**config.mk**
```make
export PLATFORM = sky130hd
export DESIGN_NAME = alarm_setter
export DESIGN_NICKNAME = d
export VERILOG_FILES = /design/src/rtl/alarm_pkg.sv /design/src/rtl/alarm_setter_wrap_counter_step.sv /design/src/rtl/alarm_setter.sv
export SDC_FILE = /design/constraint.sdc
export NUM_CORES = 1
export LEC_CHECK = 0
export CAP_MARGIN = 10
export CORE_MARGIN = 1.5
export CORE_UTILIZATION = 45
export DETAILED_ROUTE_END_ITERATION = 12
export GPL_ROUTABILITY_DRIVEN = 0
export HOLD_SLACK_MARGIN = 0.03
export SLEW_MARGIN = 0
export SYNTH_ARGS = -nofsm -noshare
export SYNTH_HDL_FRONTEND = slang
export SYNTH_SLANG_ARGS = --single-unit
```
**constraint.sdc**
```tcl
create_clock -name clk -period 6.61 [get_ports clk]
set_input_delay 1.322 -clock clk [delete_from_list [all_inputs] [get_ports clk]]
set_output_delay 1.322 -clock clk [all_outputs]
set_load 0.01 [all_outputs]
```
**src/rtl/alarm_pkg.sv**
```systemverilog
// Shared types and constants for the alarm time editor.
package alarm_pkg;

  typedef enum logic [1:0] {
    IDLE   = 2'd0,
    EDIT_H = 2'd1,
    EDIT_M = 2'd2,
    EDIT_S = 2'd3
  } state_t;

  localparam logic [7:0]  HOUR_MAX  = 8'd23;
  localparam logic [7:0]  MIN_MAX   = 8'd59;
  localparam logic [7:0]  SEC_MAX   = 8'd59;
  localparam logic [23:0] ALARM_OFF = 24'hFFFFFF;

  localparam logic [1:0] FIELD_NONE = 2'd0;
  localparam logic [1:0] FIELD_HOUR = 2'd1;
  localparam logic [1:0] FIELD_MIN  = 2'd2;
  localparam logic [1:0] FIELD_SEC  = 2'd3;

  // Display field code for a given editor state.
  function automatic logic [1:0] field_of(input state_t s);
    case (s)
      EDIT_H:  return FIELD_HOUR;
      EDIT_M:  return FIELD_MIN;
      EDIT_S:  return FIELD_SEC;
      default: return FIELD_NONE;
    endcase
  endfunction

  // Mode button cycles H -> M -> S -> H.
  function automatic state_t next_field(input state_t s);
    case (s)
      EDIT_H:  return EDIT_M;
      EDIT_M:  return EDIT_S;
      default: return EDIT_H;
    endcase
  endfunction

endpackage

```
**src/rtl/alarm_setter_wrap_counter_step.sv**
```systemverilog
// wrap_counter_step: combinational +/-1 of an 8-bit field wrapping at 0 and MAX.
// inc and dec together leave the value unchanged.
module wrap_counter_step #(
  parameter logic [7:0] MAX = 8'd59
) (
  input  logic [7:0] value,
  input  logic       inc,
  input  logic       dec,
  output logic [7:0] result
);

  // Step up or down with wrap-around, no carry out.
  always_comb begin
    result = value;
    if (inc && !dec) begin
      result = (value >= MAX) ? '0 : value + 8'd1;
    end else if (dec && !inc) begin
      result = (value == '0) ? MAX : value - 8'd1;
    end
  end

endmodule

```
**src/rtl/alarm_setter.sv**
```systemverilog
// alarm_setter: button-driven alarm time editor with arm flag, dismiss pulse
// and inactivity timeout. Optional snooze on btn_up dismiss: ALARM_SNOOZE_EN.
module alarm_setter import alarm_pkg::*; #(
  parameter int unsigned TIMEOUT_CYCLES = 50_000_000,
  parameter int unsigned RESET_HOUR     = 7,
  parameter int unsigned RESET_MIN      = 0,
  parameter int unsigned SNOOZE_MIN     = 5
) (
  input  logic        clk,
  input  logic        reset,
  input  logic        btn_mode,
  input  logic        btn_up,
  input  logic        btn_down,
  input  logic        btn_set,
  input  logic        ringing,
  output logic [23:0] alarm_clock,
  output logic        switch,
  output logic        armed,
  output logic        editing,
  output logic [1:0]  field_sel,
  output logic [23:0] edit_time
);

  localparam int unsigned CW = (TIMEOUT_CYCLES > 2) ? $clog2(TIMEOUT_CYCLES) : 1;
  localparam logic [CW-1:0] TCNT_LAST = CW'(TIMEOUT_CYCLES - 1);
  localparam logic [7:0] RST_H = 8'(RESET_HOUR);
  localparam logic [7:0] RST_M = 8'(RESET_MIN);

  state_t        state, state_n;
  logic [7:0]    c_h, c_m, c_s, c_h_n, c_m_n, c_s_n;
  logic [7:0]    s_h, s_m, s_s, s_h_n, s_m_n, s_s_n;
  logic [7:0]    h_step, m_step, s_step;
  logic [CW-1:0] tcnt, tcnt_n;
  logic          armed_n, switch_n;
  logic          press, step_inc, step_dec;

  assign press    = btn_mode | btn_up | btn_down | btn_set;
  assign step_inc = btn_up & ~btn_down;
  assign step_dec = btn_down & ~btn_up;

  wrap_counter_step #(.MAX(HOUR_MAX)) u_step_h (
    .value(s_h), .inc(step_inc), .dec(step_dec), .result(h_step)
  );
  wrap_counter_step #(.MAX(MIN_MAX)) u_step_m (
    .value(s_m), .inc(step_inc), .dec(step_dec), .result(m_step)
  );
  wrap_counter_step #(.MAX(SEC_MAX)) u_step_s (
    .value(s_s), .inc(step_inc), .dec(step_dec), .result(s_step)
  );

`ifdef ALARM_SNOOZE_EN
  logic [8:0] snz_sum;
  logic       snz_carry;
  logic [7:0] snz_h, snz_m;
  logic       snooze;

  assign snz_sum   = {1'b0, c_m} + 9'(SNOOZE_MIN);
  assign snz_carry = (snz_sum >= 9'd60);
  assign snz_m     = snz_carry ? 8'(snz_sum - 9'd60) : snz_sum[7:0];
  assign snooze    = btn_up & ~btn_set & ~btn_mode & ~btn_down;

  wrap_counter_step #(.MAX(HOUR_MAX)) u_snooze_h (
    .value(c_h), .inc(snz_carry), .dec(1'b0), .result(snz_h)
  );
`endif

  // Next-state logic: dismiss first, then set > mode > up/down, then timeout.
  always_comb begin
    state_n  = state;
    c_h_n    = c_h;
    c_m_n    = c_m;
    c_s_n    = c_s;
    s_h_n    = s_h;
    s_m_n    = s_m;
    s_s_n    = s_s;
    armed_n  = armed;
    switch_n = 1'b0;
    tcnt_n   = (state == IDLE || press) ? '0 : tcnt + CW'(1);

    if (ringing && press) begin
      switch_n = 1'b1;
`ifdef ALARM_SNOOZE_EN
      if (snooze) begin
        c_h_n = snz_h;
        c_m_n = snz_m;
      end
`endif
    end else if (state == IDLE) begin
      if (btn_set) begin
        armed_n = ~armed;
      end else if (btn_mode) begin
        s_h_n   = c_h;
        s_m_n   = c_m;
        s_s_n   = c_s;
        state_n = EDIT_H;
      end
    end else if (btn_set) begin
      c_h_n   = s_h;
      c_m_n   = s_m;
      c_s_n   = s_s;
      armed_n = 1'b1;
      state_n = IDLE;
    end else if (btn_mode) begin
      state_n = next_field(state);
    end else if (step_inc || step_dec) begin
      case (state)
        EDIT_H:  s_h_n = h_step;
        EDIT_M:  s_m_n = m_step;
        EDIT_S:  s_s_n = s_step;
        default: ;
      endcase
    end else if (!press && tcnt == TCNT_LAST) begin
      // Abandon the edit: shadow falls back to the committed time.
      s_h_n   = c_h;
      s_m_n   = c_m;
      s_s_n   = c_s;
      state_n = IDLE;
      tcnt_n  = '0;
    end
  end

  // State and registered outputs; outputs are derived from next-state values.
  always_ff @(posedge clk or posedge reset) begin
    if (reset) begin
      state       <= IDLE;
      c_h         <= RST_H;
      c_m         <= RST_M;
      c_s         <= '0;
      s_h         <= RST_H;
      s_m         <= RST_M;
      s_s         <= '0;
      tcnt        <= '0;
      armed       <= 1'b0;
      switch      <= 1'b0;
      alarm_clock <= ALARM_OFF;
      editing     <= 1'b0;
      field_sel   <= FIELD_NONE;
      edit_time   <= {RST_H, RST_M, 8'd0};
    end else begin
      state       <= state_n;
      c_h         <= c_h_n;
      c_m         <= c_m_n;
      c_s         <= c_s_n;
      s_h         <= s_h_n;
      s_m         <= s_m_n;
      s_s         <= s_s_n;
      tcnt        <= tcnt_n;
      armed       <= armed_n;
      switch      <= switch_n;
      alarm_clock <= armed_n ? {c_h_n, c_m_n, c_s_n} : ALARM_OFF;
      editing     <= (state_n != IDLE);
      field_sel   <= field_of(state_n);
      edit_time   <= (state_n != IDLE) ? {s_h_n, s_m_n, s_s_n} : {c_h_n, c_m_n, c_s_n};
    end
  end

endmodule

```
==> impl_results.md, run 1 <==
* Final Skew at around 0.0082 ns
* CP endpoint: edit_time[20]
* Total power at around 4000 uW
* Hold Buf Count CTS at 0
* Post-DP Area at 8370 um2
* Resized Gates After CTS at 0
* Synth Cell Area at between 7000 and 8000 um2
* Worst path top cell family by delay: simple AND/OR/NAND/NOR gates
* Worst r2r dst: edit_time[0]
* Syn_area_per_cell at ~9.4 um2
* FF-to-FF setup slack at 3.17 ns
* Total gr overflow at 0
* Initial antenna violation count at 0
* I/O pins at 60
* Total number of cells along the worst setup path at 7
* Register bit total from synthesis at between 100 and 150
* Syn_nets at 840
* Post-route cell area at roughly 9000 um2
* Cell count after synthesis at 818
* H-Tree Depth at 4
* Pin count of the biggest net entering global routing at 66
* Setup-failing EPs final at 0
* Max_slew headroom at 0.198
* Yosys Warn Count at 0
* Die height at approximately 130 um
* Worst path buffer plus inverter count at 1
* Slew Limit Fails at 0
* Most frequent cells in the layout: 95 x dfrtp_1, 71 x nand2_1, 65 x nor2_1, 59 x clkdlybuf4s50_1, 56 x inv_1
* Total CTS buffers at 17
* CP Data Required Time at slightly below 7 ns
* Number of synthesized flops with an enable pin at 0
* Clock tree from TritonCTS: built
* P&R area growth vs syn at 16.8%
* Nets@finish at roughly 870
* Vias in the first global route at between 6000 and 7000
* Hold Crit Class: reg2reg
* Critical Path AT at approximately 4.7 ns
* Status: completed
* Placed insts at ~1100
* First-pass GRT wire length at approximately 35000 um
* Die Wd at around 130 um
* Cells along the critical path: clkdlybuf4s50_1 -> nor4_2 -> nand4_2 -> nor2_2 -> nand2_1 -> a311o_2 -> mux2_4
* Reg2reg start: state[1]
* Routed vias at between 6000 and 7000
* Max_cap viols at 0
* Routed vias/inst at ~6.1
* Share of cells above drive strength 1 at 0.143
* Fill count at around 1400
* Critical path class: in2reg
* IO Port Bufs at 59
* Clock buffer depth at 2
* Endpoints failing hold at 0
* Kind of end point of the critical path: register
* Num rows at 47
* Minimum clock period at 4.44 ns
* Max incr delay on CP at around 0.80 ns
* Leakage at around 0.0036 uW
* Async set or reset register ratio after synthesis at 1.00
* N_diodes at 0
* Number of remaining DRC errors at 0
* Setup TNS at 0 ns
* Max Clk Rate at about 230 MHz
* DP HPWL at 15000 um
* Crit-path max FO at 25
* Ys flop type: dfrtp_1
* Worst slew pin tran at 1.19 ns
* Clk pin slew, worst setup/hold paths at 0.06 ns
* Reg2reg path depth at 8
* Setup bufs post-CTS at 0
* CP startpoint: btn_mode
* Synth unique cells at 83
* Initial Util at 0.462
* Post-Layout Cell Count at 1082
* Pre-antenna DRT Iters at 8
* DRT antenna net count at 0
* Core area at roughly 17000 um2
* Final WL at roughly 22000 um
* DR iter-0 viols at 1156
* Post-synthesis sequential area ratio at 0.422
* Clk root buf: clkbuf_16
* RSZ-0062 raised after global routing: false
* Slowest-stage cell, CP: a311o_2
* TritonCTS Sinks at around 130
* Fin crit share at 0.671
* Most common cell after layout, fill and taps aside: dfrtp_1
* Full die area at roughly 18000 um2
* Worst-Skew Late Latency at roughly 0.42 ns
* VDD IR max at around 0.26 mV
* CP Launch Type: input pin
* PD cells at roughly 460 nW/um2
* WL per Instance at about 20 um
* Tot GR Track Use at 0.251
==> stage by stage <==
stage          setup slack, ns  hold slack (ns)  utilization
2_1_floorplan             1.93            0.433            -
3_3_place_gp              1.96            0.452        0.503
3_5_place_dp              1.81            0.464        0.503
4_1_cts                   2.24            0.470        0.540
5_1_grt                   2.01            0.497        0.540
6_report                  2.17            0.465        0.540
==> worst min path at each step <==
stage	from	end	slack, ns	cells after the start
floorplan	tcnt[0]	tcnt[0]	0.43	1
global placement	tcnt[0]	tcnt[0]	0.45	1
detailed placement	tcnt[0]	tcnt[0]	0.46	1
CTS	tcnt[0]	tcnt[0]	0.47	1
global route	tcnt[0]	tcnt[0]	0.50	1
finish	tcnt[0]	tcnt[0]	0.46	1
==> final cells by class <==
| type | instances | area [um2] | area share |
|---|---|---|---|
| inverters | 58 | 220 | 0.0245 |
| clock buffers | 19 | 453 | 0.0504 |
| clock inverters | 13 | 163 | 0.0181 |
| repair buffers | 66 | 643 | 0.0716 |
| well taps | 220 | 275 | 0.0306 |
| multi-input cells | 578 | 3990 | 0.444 |
| flip-flops and latches | 128 | 3240 | 0.361 |
==> sequential cells by signal (all words and copies together), names as in the netlist <==
register,flops
s_h,8
armed,1
switch,1
c_m,8
tcnt,26
state,2
s_s,8
c_h,8
c_s,8
s_m,8
edit_time,24
alarm_clock,24
editing,1
field_sel,1
==> per-layer routing <==
metal  wire length (um)  global-route usage
met1               9280               0.344
met2               9810               0.385
met3               1790              0.0498
met4                665               0.114
met5                  0                   0
==> report_power, final <==
| part | switching (uW) | internal, uW | total [uW] |
|---|---|---|---|
| clock network | 347 | 612 | 959 |
| logic | 888 | 809 | 1700 |
| registers | 327 | 1130 | 1460 |
| total | 1560 | 2550 | 4110 |
==> synthesized netlist by cell type (11+ instances only) <==
library cell | count | area (um2)
a31oi_1 | 12 | 75.1
nor2_1 | 65 | 244
inv_1 | 57 | 214
nor3_1 | 20 | 100
or3_1 | 11 | 68.8
mux2i_1 | 34 | 340
clkbuf_1 | 40 | 150
xnor2_1 | 12 | 105
o21ai_0 | 37 | 185
a21oi_1 | 31 | 155
and3_1 | 16 | 100
mux2_4 | 19 | 285
ha_1 | 15 | 188
xor2_1 | 16 | 140
nor2b_1 | 12 | 75.1
dfrtp_1 | 95 | 2380
nand2_1 | 71 | 267
nand3_1 | 21 | 105
nand4_1 | 14 | 87.6
dfstp_2 | 33 | 867
==> worst reg2reg max path: stages (launching register included) <==
cell and delay (ns):
dfrtp_1 0.43, inv_1 0.18, ha_1 0.21, clkinv_1 0.58, nor3_1 0.44, a311oi_2 0.09, o211ai_1 0.15, a311o_2 0.80
mux2_2 0.44
==> cell families (layout without fill, tap and decap cells) <==
family | Yosys count | count (layout) | share of synthesized area
AOI/OAI and AO/OA | 181 | 181 | 0.165
xor gates and xnor gates | 28 | 28 | 0.0319
adders and majority gates | 16 | 16 | 0.0257
buffers and inverters | 112 | 156 | 0.0615
DFF | 128 | 128 | 0.422
muxes | 60 | 60 | 0.0916
and+or+nand+nor | 293 | 293 | 0.203
(Power assumes the default switching activity.)
==> run 2, diff against run 1 <==
PLACE_DENSITY = 0.67   (was default)
clock period = 3.7 ns   (was 6.61 ns; I/O delays follow)
==> run 2 against run 1 <==
Cell count rose by 3.0%. Hold slack improved by 0.0096 ns. Combinational power rose by 81%. Worst setup slack worse by 1.6 ns. Global-route usage shrank 0.63 points. Sequential share of layout area fell by 1.1 points. Non-clock buffer count up 33. Sequential cell count unchanged. Die area unchanged.
==> impl_results.md, run 2 (same netlist as run 1, synthesis figures left out) <==
* RSZ-0062 raised after global routing: false
* Kind of end point of the critical path: register
* Post-route cell area at 9260 um2
* First-pass GRT wire length at around 34000 um
* CP Data Required Time at ~4.0 ns
* Setup-failing EPs final at 0
* VDD IR max at about 0.44 mV
* Post-Place Worst Slack at ~0.15 ns
* Worst path buffer plus inverter count at 3
* Max_cap viols at 0
* P&R area growth vs syn at 20.4%
* Crit-path max FO at 14
* DP HPWL at 14500 um
* TritonCTS Sinks at between 100 and 150
* Final Skew at around 0.011 ns
* Hold Crit Depth at 1
* IO Port Bufs at 59
* Fin crit share at 0.846
* Routed vias at 6724
* Number of remaining DRC errors at 0
* Pre-antenna DRT Iters at 5
* Setup bufs post-CTS at 0
* Worst-Skew Late Latency at between 0.4 and 0.5 ns
* PD cells at around 800 nW/um2
* Final WL at 21100 um
* Setup TNS at 0 ns
* Hold Buf Count CTS at 0
* Total number of cells along the worst setup path at 10
* Slew Limit Fails at 0
* Max incr delay on CP at ~0.52 ns
* Most frequent cells in the layout: 95 x dfrtp_1, 71 x nand2_1, 65 x nor2_1, 59 x clkdlybuf4s50_1, 56 x inv_1
* Clock tree from TritonCTS: built
* Tot GR Track Use at 0.245
* Endpoints failing hold at 0
* Largest regs: tcnt (26), alarm_clock (24), edit_time (24)
* Worst slew pin tran at approximately 0.66 ns
* Max Clk Rate at between 300 and 400 MHz
* Critical path class: in2reg
* Most common cell after layout, fill and taps aside: dfrtp_1
* Total CTS buffers at 17
* Initial Util at 0.462
* Die height at between 100 and 150 um
* Worst path top cell family by delay: buffers and inverters
* Post-Layout Cell Count at roughly 1100
* Vias in the first global route at around 6500
* Cells along the critical path: clkdlybuf4s50_1 -> inv_1 -> ha_1 -> buf_4 -> or3b_2 -> o21ai_0 -> a211oi_1 -> a2111oi_0 -> a311oi_1 -> mux2_4
* Clk pin slew, worst setup/hold paths at ~0.06 ns
* Resized Gates After CTS at 0
* Placed insts at between 1000 and 1500
* Max_slew headroom at 0.559
* Die Wd at approximately 130 um
* Clock buffer depth at 2
* Final WS setup at 0.569 ns
* Slowest-stage cell, CP: clkdlybuf4s50_1
* DR iter-0 viols at 765
* Hold Crit Class: reg2reg
* Nets@finish at between 900 and 1000
* DRT antenna net count at 0
* WL per Instance at about 19 um
* Largest register by flop count: tcnt
* Total gr overflow at 0
* Full die area at between 15000 and 20000 um2
* Leakage at about 0.0038 uW
* Initial antenna violation count at 0
* Clk root buf: clkbuf_16
* Post-DP Area at around 8600 um2
* I/O pins at 60
* N_diodes at 0
* Num rows at 47
* CP Launch Type: input pin
* Max FFs per register at 26
* H-Tree Depth at 4
* Share of cells above drive strength 1 at 0.174
* Core area at ~17000 um2
* Reg2reg path depth at 8
* Status: completed
* Hold_ws at 0.474 ns
* Minimum clock period at about 3.1 ns
* Critical Path AT at around 3.4 ns
* Routed vias/inst at ~6.0
* Pin count of the biggest net entering global routing at between 100 and 150
==> run 2: path summary, 6_finish.rpt <==
path,start,to,slack (ns)
hold / removal,tcnt[0],tcnt[0],0.47
setup / recovery,btn_up,edit_time[19],0.57
hold reg to reg,tcnt[0],tcnt[0],0.47
min in group asynchronous,reset,edit_time[9],0.86
max in group asynchronous,reset,s_s[2],2.36
setup reg to reg,tcnt[0],edit_time[22],0.77
==> run 2: layer usage <==
layer,up-vias,part of all wire,GRT usage
met4,0,0.036,0.120
met1,3216,0.43,0.323
met2,338,0.46,0.381
met3,77,0.078,0.0548
met5,-,0,0
li1,3093,-,-
==> run 2: per-stage QoR <==
stage / total power [uW] / utilization
finish: 7410 / 0.556
detailed placement: 5630 / 0.519
CTS: 7420 / 0.556
global route: 7850 / 0.556
floorplan: 4510 / -
global placement: 5610 / 0.519
==> run 2: worst reg2reg max path, stage by stage (launching register included) <==
cell	delay [ns]
dfrtp_1	0.37
ha_1	0.23
and4_1	0.31
nand4_1	0.44
nor2_2	0.32
buf_4	0.24
mux2_2	0.36
a211oi_1	0.37
mux2_4	0.22
==> run 2: area by class of cell <==
| cell class | instances | area (um2) |
|---|---|---|
| Fill cell | 1504 | 7380 |
| Multi-Input combinational cell | 578 | 3990 |
| Inverter | 58 | 221 |
| Clock inverter | 14 | 178 |
| Sequential cell | 128 | 3240 |
| Timing Repair Buffer | 99 | 916 |
| Tap cell | 220 | 275 |
| Clock buffer | 18 | 439 |
==> run 2: where the power goes <==
group          switching (uW)  internal (uW)  leakage, uW
Clock                     667           1090     0.000296
Sequential                560           2020      0.00149
Combinational            1560           1510      0.00198
Total                    2790           4620      0.00377
==> RTL change 1, RTL diff (settings of run 2) <==
Register the output `edit_time` once more, with the module's reset; this adds one clock of latency there. The other outputs are not delayed to match.
--- a/src/rtl/alarm_setter.sv
+++ b/src/rtl/alarm_setter.sv
@@ -25,6 +25,8 @@
   localparam logic [CW-1:0] TCNT_LAST = CW'(TIMEOUT_CYCLES - 1);
   localparam logic [7:0] RST_H = 8'(RESET_HOUR);
   localparam logic [7:0] RST_M = 8'(RESET_MIN);
+
+  logic [23:0] edit_time_s0;
 
   state_t        state, state_n;
   logic [7:0]    c_h, c_m, c_s, c_h_n, c_m_n, c_s_n;
@@ -135,7 +137,7 @@
       alarm_clock <= ALARM_OFF;
       editing     <= 1'b0;
       field_sel   <= FIELD_NONE;
-      edit_time   <= {RST_H, RST_M, 8'd0};
+      edit_time_s0 <= {RST_H, RST_M, 8'd0};
     end else begin
       state       <= state_n;
       c_h         <= c_h_n;
@@ -150,7 +152,15 @@
       alarm_clock <= armed_n ? {c_h_n, c_m_n, c_s_n} : ALARM_OFF;
       editing     <= (state_n != IDLE);
       field_sel   <= field_of(state_n);
-      edit_time   <= (state_n != IDLE) ? {s_h_n, s_m_n, s_s_n} : {c_h_n, c_m_n, c_s_n};
+      edit_time_s0 <= (state_n != IDLE) ? {s_h_n, s_m_n, s_s_n} : {c_h_n, c_m_n, c_s_n};
+    end
+  end
+
+  always_ff @(posedge clk or posedge reset) begin
+    if (reset) begin
+      edit_time <= '0;
+    end else begin
+      edit_time <= edit_time_s0;
     end
   end
 
Behaviour: not the same (Yosys sat finds a counterexample within 4 cycles, from zero or initial values and one cycle with reset high).
==> RTL change 1 against run 2 <==
Core utilization down 1.2 points; clock power down 5%; critical endpoint is now edit_time_s0[10]$_DFF_PP0_; design area up 9.9%; fmax down 6.3%; total power up 9.2%; wire length up 9.4%; setup slack worse by 210 ps; global-route usage down 0.71 points; sequential cell count up 24; largest cell class unchanged; clock skew up 2.7 ps; synthesized area up 11%; die area up 11%; final cell count up 9.1%.
==> RTL change 1: results (changes against run 2) <==
[metrics] Crit Reg-Reg Endpoint: edit_time_s0[10]$_DFF_PP0_
[metrics] Hold WS: 345.9 ps (-128.4 ps)
[metrics] Iter 0 DRT Violations: 650 (-15%)
[metrics] origin of the worst setup path: btn_down
[metrics] reg-to-reg slack, setup: 680 ps (-90 ps)
[metrics] Post-Syn Nets: 925 (+10%)
[metrics] GRT Resource Usage Total: 0.2379 (-0.007123)
[metrics] crit path setup slack, layout: 356.9 ps (-212.0 ps)
[metrics] cell depth of the worst flop-to-flop path: 7 (-1)
[metrics] first-pass iteration count of the detailed router: 6 (+1)
[metrics] H-tree levels: 4 (unchanged)
[metrics] via count: 7,158 (+6.5%)
[metrics] hold path cells: 0 (-1)
[metrics] Worst VDD drop: 0.5816 mV (+32%)
[metrics] TritonCTS buffer count: 17 (unchanged)
[metrics] FILL cells: 1,666 (+11%)
[metrics] sequential share of the synthesized area: 0.4488 (+0.02705)
[metrics] Worst R2R Start: tcnt[18]$_DFF_PP0_
[metrics] mean instance size in the synthesized netlist: 9.487 um^2 (+0.89%)
[metrics] power dissipated in the clock network: 1680 uW (-5%)
[metrics] combinational power: 3290 uW (+6.8%)
[metrics] fraction of final layout cells with drive strength greater than 1: 0.1833 (+0.008998)
[metrics] Switching Fraction: 0.3840 (+0.007095)
[metrics] post-DR vias/cell: 5.887 (-2.4%)
[metrics] top cells by instance count after synthesis: sky130_fd_sc_hd__dfrtp_1, sky130_fd_sc_hd__nand2_1, sky130_fd_sc_hd__nor2_1, sky130_fd_sc_hd__inv_1, sky130_fd_sc_hd__clkbuf_1
[metrics] hold path endpoint: edit_time[8]$_DFF_PP0_
[metrics] Yosys cell types: 95 (+14%)
[metrics] Placed Instance Area: 0.009607 mm^2 (+11%)
[metrics] half-perimeter wire length after placement: 16,150 um (+12%)
[metrics] power attributed to sequential cells: 3120 uW (+21%)
[metrics] Lkg Pwr: 0.004111 uW (+9.1%)
[metrics] setup skew after layout: 13.46 ps (+2.674 ps)
[metrics] largest net degree at the start of global routing: 67 (-48%)
[metrics] footprint of the flip-flops and latches: 0.003845 mm^2 (+19%)
[metrics] run status: finished clean
[metrics] global-route wire length before repair: 36,660 um (+7.2%)
[metrics] post-place setup slack: -26.13 ps (-176.1 ps)
[metrics] leading cell types by total area after synthesis: sky130_fd_sc_hd__dfrtp_1, sky130_fd_sc_hd__dfstp_2, sky130_fd_sc_hd__nand2_1
==> RTL change 1: changes by cell type in the layout (fill, tap and decap cells not counted), sizes merged, moves of 7 or more <==
| cell | change |
|---|---|
| and3 | -11 |
| nor3b | +7 |
| a21oi | +7 |
| dfrtp | +24 |
| nand2 | +19 |
| nand3 | +17 |
| buf | +12 |
| nor2 | +18 |
| xor2 | -8 |
==> RTL change 1: layout make-up <==
class,count,area share
Inverter,51,0.01918
Sequential cell,152,0.3778
Tap cell,234,0.02877
Multi-Input combinational cell,636,0.4169
Timing Repair Buffer,111,0.1013
Clock inverter,14,0.01377
Clock buffer,18,0.04217
==> RTL change 1: cells by family (layout without fill, tap and decap cells) <==
logic type / count (synthesis) / in the layout / synth area share
DFF: 152 / 152 / 0.4488
xor gates and xnor gates: 26 / 26 / 0.02658
buffers and inverters: 115 / 194 / 0.05769
AOI/OAI and AO/OA: 193 / 193 / 0.1639
and+or+nand+nor: 348 / 348 / 0.2145
adders and majority gates: 15 / 15 / 0.02191
muxes: 54 / 54 / 0.06660
==> RTL change 1: layer usage <==
| metal | up-vias | share of wire | GRT usage |
|---|---|---|---|
| li1 | 3353 | - | - |
| met4 | 0 | 0.023 | 0.08553 |
| met3 | 44 | 0.070 | 0.04993 |
| met1 | 3476 | 0.45 | 0.3407 |
| met5 | - | 0 | 0 |
| met2 | 285 | 0.46 | 0.3570 |
==> RTL change 1: worst max-delay path, cell delays in order <==
cell and delay, ps:
sky130_fd_sc_hd__clkdlybuf4s50_1 490, sky130_fd_sc_hd__or4_4 590, sky130_fd_sc_hd__or4_1 750, sky130_fd_sc_hd__nor2_8 290, sky130_fd_sc_hd__buf_4 190, sky130_fd_sc_hd__mux2i_1 180
sky130_fd_sc_hd__a31oi_1 130, sky130_fd_sc_hd__mux2_2 290
==> RTL change 2, RTL diff (settings of run 2) <==
Without the edit above. Add a define of `ALARM_SNOOZE_EN`.
--- a/src/rtl/alarm_setter.sv
+++ b/src/rtl/alarm_setter.sv
@@ -1,5 +1,7 @@
 // alarm_setter: button-driven alarm time editor with arm flag, dismiss pulse
 // and inactivity timeout. Optional snooze on btn_up dismiss: ALARM_SNOOZE_EN.
+`define ALARM_SNOOZE_EN
+
 module alarm_setter import alarm_pkg::*; #(
   parameter int unsigned TIMEOUT_CYCLES = 50_000_000,
   parameter int unsigned RESET_HOUR     = 7,
Function: changed (Yosys sat finds a counterexample within 4 cycles, from zero or initial values and one cycle with reset high).
==> RTL change 2 against run 2 <==
Highest routed layer unchanged; design area up 7.9%; critical path depth up 2; core utilization down 0.21 points; sequential cell count unchanged; total power up 12%; sequential share of layout area down 2.6 points; critical path type is now flop to flop; global-route usage up 1.9 points; synthesized area up 7.6%; die area up 7.4%; wire length up 19%; setup slack worse by 170 ps; largest cell class unchanged; worst hold slack better by 32 ps; largest power group unchanged.
==> RTL change 2: results (changes against run 2) <==
[metrics] cell with the largest stage delay on the worst path: sky130_fd_sc_hd__dfrtp_1
[metrics] xor and xnor fraction of the mapped netlist area: 0.03386 (+0.001982)
[metrics] Crit Reg-Reg Endpoint: edit_time[11]$_DFF_PP0_
[metrics] data arrival time of the critical path: 3580 ps (+140 ps)
[metrics] crit path max fanout: 9 (-5)
[metrics] setup skew after layout: 9.394 ps (-1.391 ps)
[metrics] fraction of final layout cells with drive strength greater than 1: 0.1667 (-0.007635)
[metrics] mean instance size in the synthesized netlist: 8.658 um^2 (-7.9%)
[metrics] slew at the pin closest to its max-slew limit: 870.2 ps (+208.4 ps)
[metrics] Compound-Gate Fraction of Synth Area: 0.2051 (+0.04021)
[metrics] Met2 Routed Length: 11,750 um (+22%)
[metrics] fraction of the mapped netlist area in adder cells: 0.02872 (+0.003023)
[metrics] category of the most critical setup path: flop to flop
[metrics] global-route wire length before repair: 40,330 um (+18%)
[metrics] Iter 0 DRT Violations: 876 (+15%)
[metrics] run status: finished clean
[metrics] GRT Resource Usage Total: 0.2644 (+0.01935)
[metrics] DR WL/cell: 19.73 um (+4.5%)
[metrics] detailed route wirelength on metal3: 1717 um (+4.7%)
[metrics] Routed met1 length: 10,720 um (+19%)
[metrics] leading cell types by total area after synthesis: sky130_fd_sc_hd__dfrtp_1, sky130_fd_sc_hd__dfstp_2, sky130_fd_sc_hd__nand2_1
[metrics] Hold WS: 506.0 ps (+31.68 ps)
[metrics] via count: 7,779 (+16%)
[metrics] Lkg Pwr: 0.004353 uW (+16%)
[metrics] H-tree levels: 4 (unchanged)
[metrics] Post-Syn Nets: 982 (+17%)
[metrics] cell depth of the worst flop-to-flop path: 12 (+4)
[metrics] biggest registers after layout: tcnt x26, alarm_clock x24, edit_time x24
[metrics] net count reported at finish: 1,051 (+16%)
[metrics] Yosys cell types: 92 (+11%)
[metrics] buffer count from post-CTS setup fixing: 0 (unchanged)
[metrics] half-perimeter wire length after placement: 17,250 um (+19%)
[metrics] post-route non-filler standard cell count: 1,267 (+14%)
[metrics] Worst R2R Start: c_m[0]$_DFF_PP0_
[metrics] dpl cells: 1,235 (+14%)
[metrics] post-place setup slack: 61.59 ps (-88.42 ps)
==> RTL change 2: layout make-up <==
type	instances	area (um^2)
Clock buffer	17	425.4
Fill cell	1675	8034
Tap cell	229	286.5
Multi-Input combinational cell	699	4526
Timing Repair Buffer	118	1084
Clock inverter	15	192.7
Sequential cell	128	3244
Inverter	61	232.7
==> RTL change 2: routing by layer <==
metal | global-route usage | vias to the layer above
met3 | 0.05387 | 57
met5 | 0 | -
li1 | - | 3587
met2 | 0.4169 | 360
met1 | 0.3551 | 3775
met4 | 0.1124 | 0
==> RTL change 2: worst max-delay path: cells and delay by family (launching register included) <==
family	cells	cell delay, ps
compound gates	4	1060
simple gates	4	640
mux	2	530
flops	1	520
fa+ha+maj	1	250
buf+inv	1	160
==> RTL change 2: timing repair <==
action	CTS	global route
resized for setup	0	1
hold buffers	0	0
endpoints found under the setup margin	0	1
==> RTL change 2: worst max-delay path by stage <==
stage,endpoint,slack (ps),depth (start not counted)
2_1_floorplan,edit_time[15]$_DFF_PP0_,700,9
3_3_place_gp,edit_time[15]$_DFF_PP0_,70,9
3_5_place_dp,edit_time[15]$_DFF_PP0_,60,9
4_1_cts,edit_time[10]$_DFF_PP0_,180,10
5_1_grt,edit_time[21]$_DFF_PP0_,200,10
6_report,edit_time[11]$_DFF_PP0_,390,12
==> RTL change 2: logic make-up (layout without fill, tap and decap cells) <==
logic type / after synthesis / in the layout
multiplexers: 34 / 34
AO/OA/AOI/OAI: 240 / 240
XOR/XNOR: 32 / 32
flip-flops: 128 / 128
adder cells (fa/ha/maj): 19 / 19
AND/OR/NAND/NOR: 374 / 374
buffers and inverters: 129 / 211
==> RTL change 2: power breakdown <==
| part | switching [uW] | leakage, uW | total [uW] | internal (uW) |
|---|---|---|---|---|
| Sequential | 674 | 0.00155 | 2730 | 2050 |
| Clock | 655 | 0.000307 | 1780 | 1120 |
| Combinational | 2080 | 0.00250 | 3800 | 1720 |
| Total | 3410 | 0.00435 | 8310 | 4890 |
==> RTL change 2: metrics by stage <==
step	area [um^2]	total power, uW
global route	9991	8797
finish	9991	8307
detailed placement	9373	6475
floorplan	8280	4931
CTS	9991	8291
global placement	9373	6417
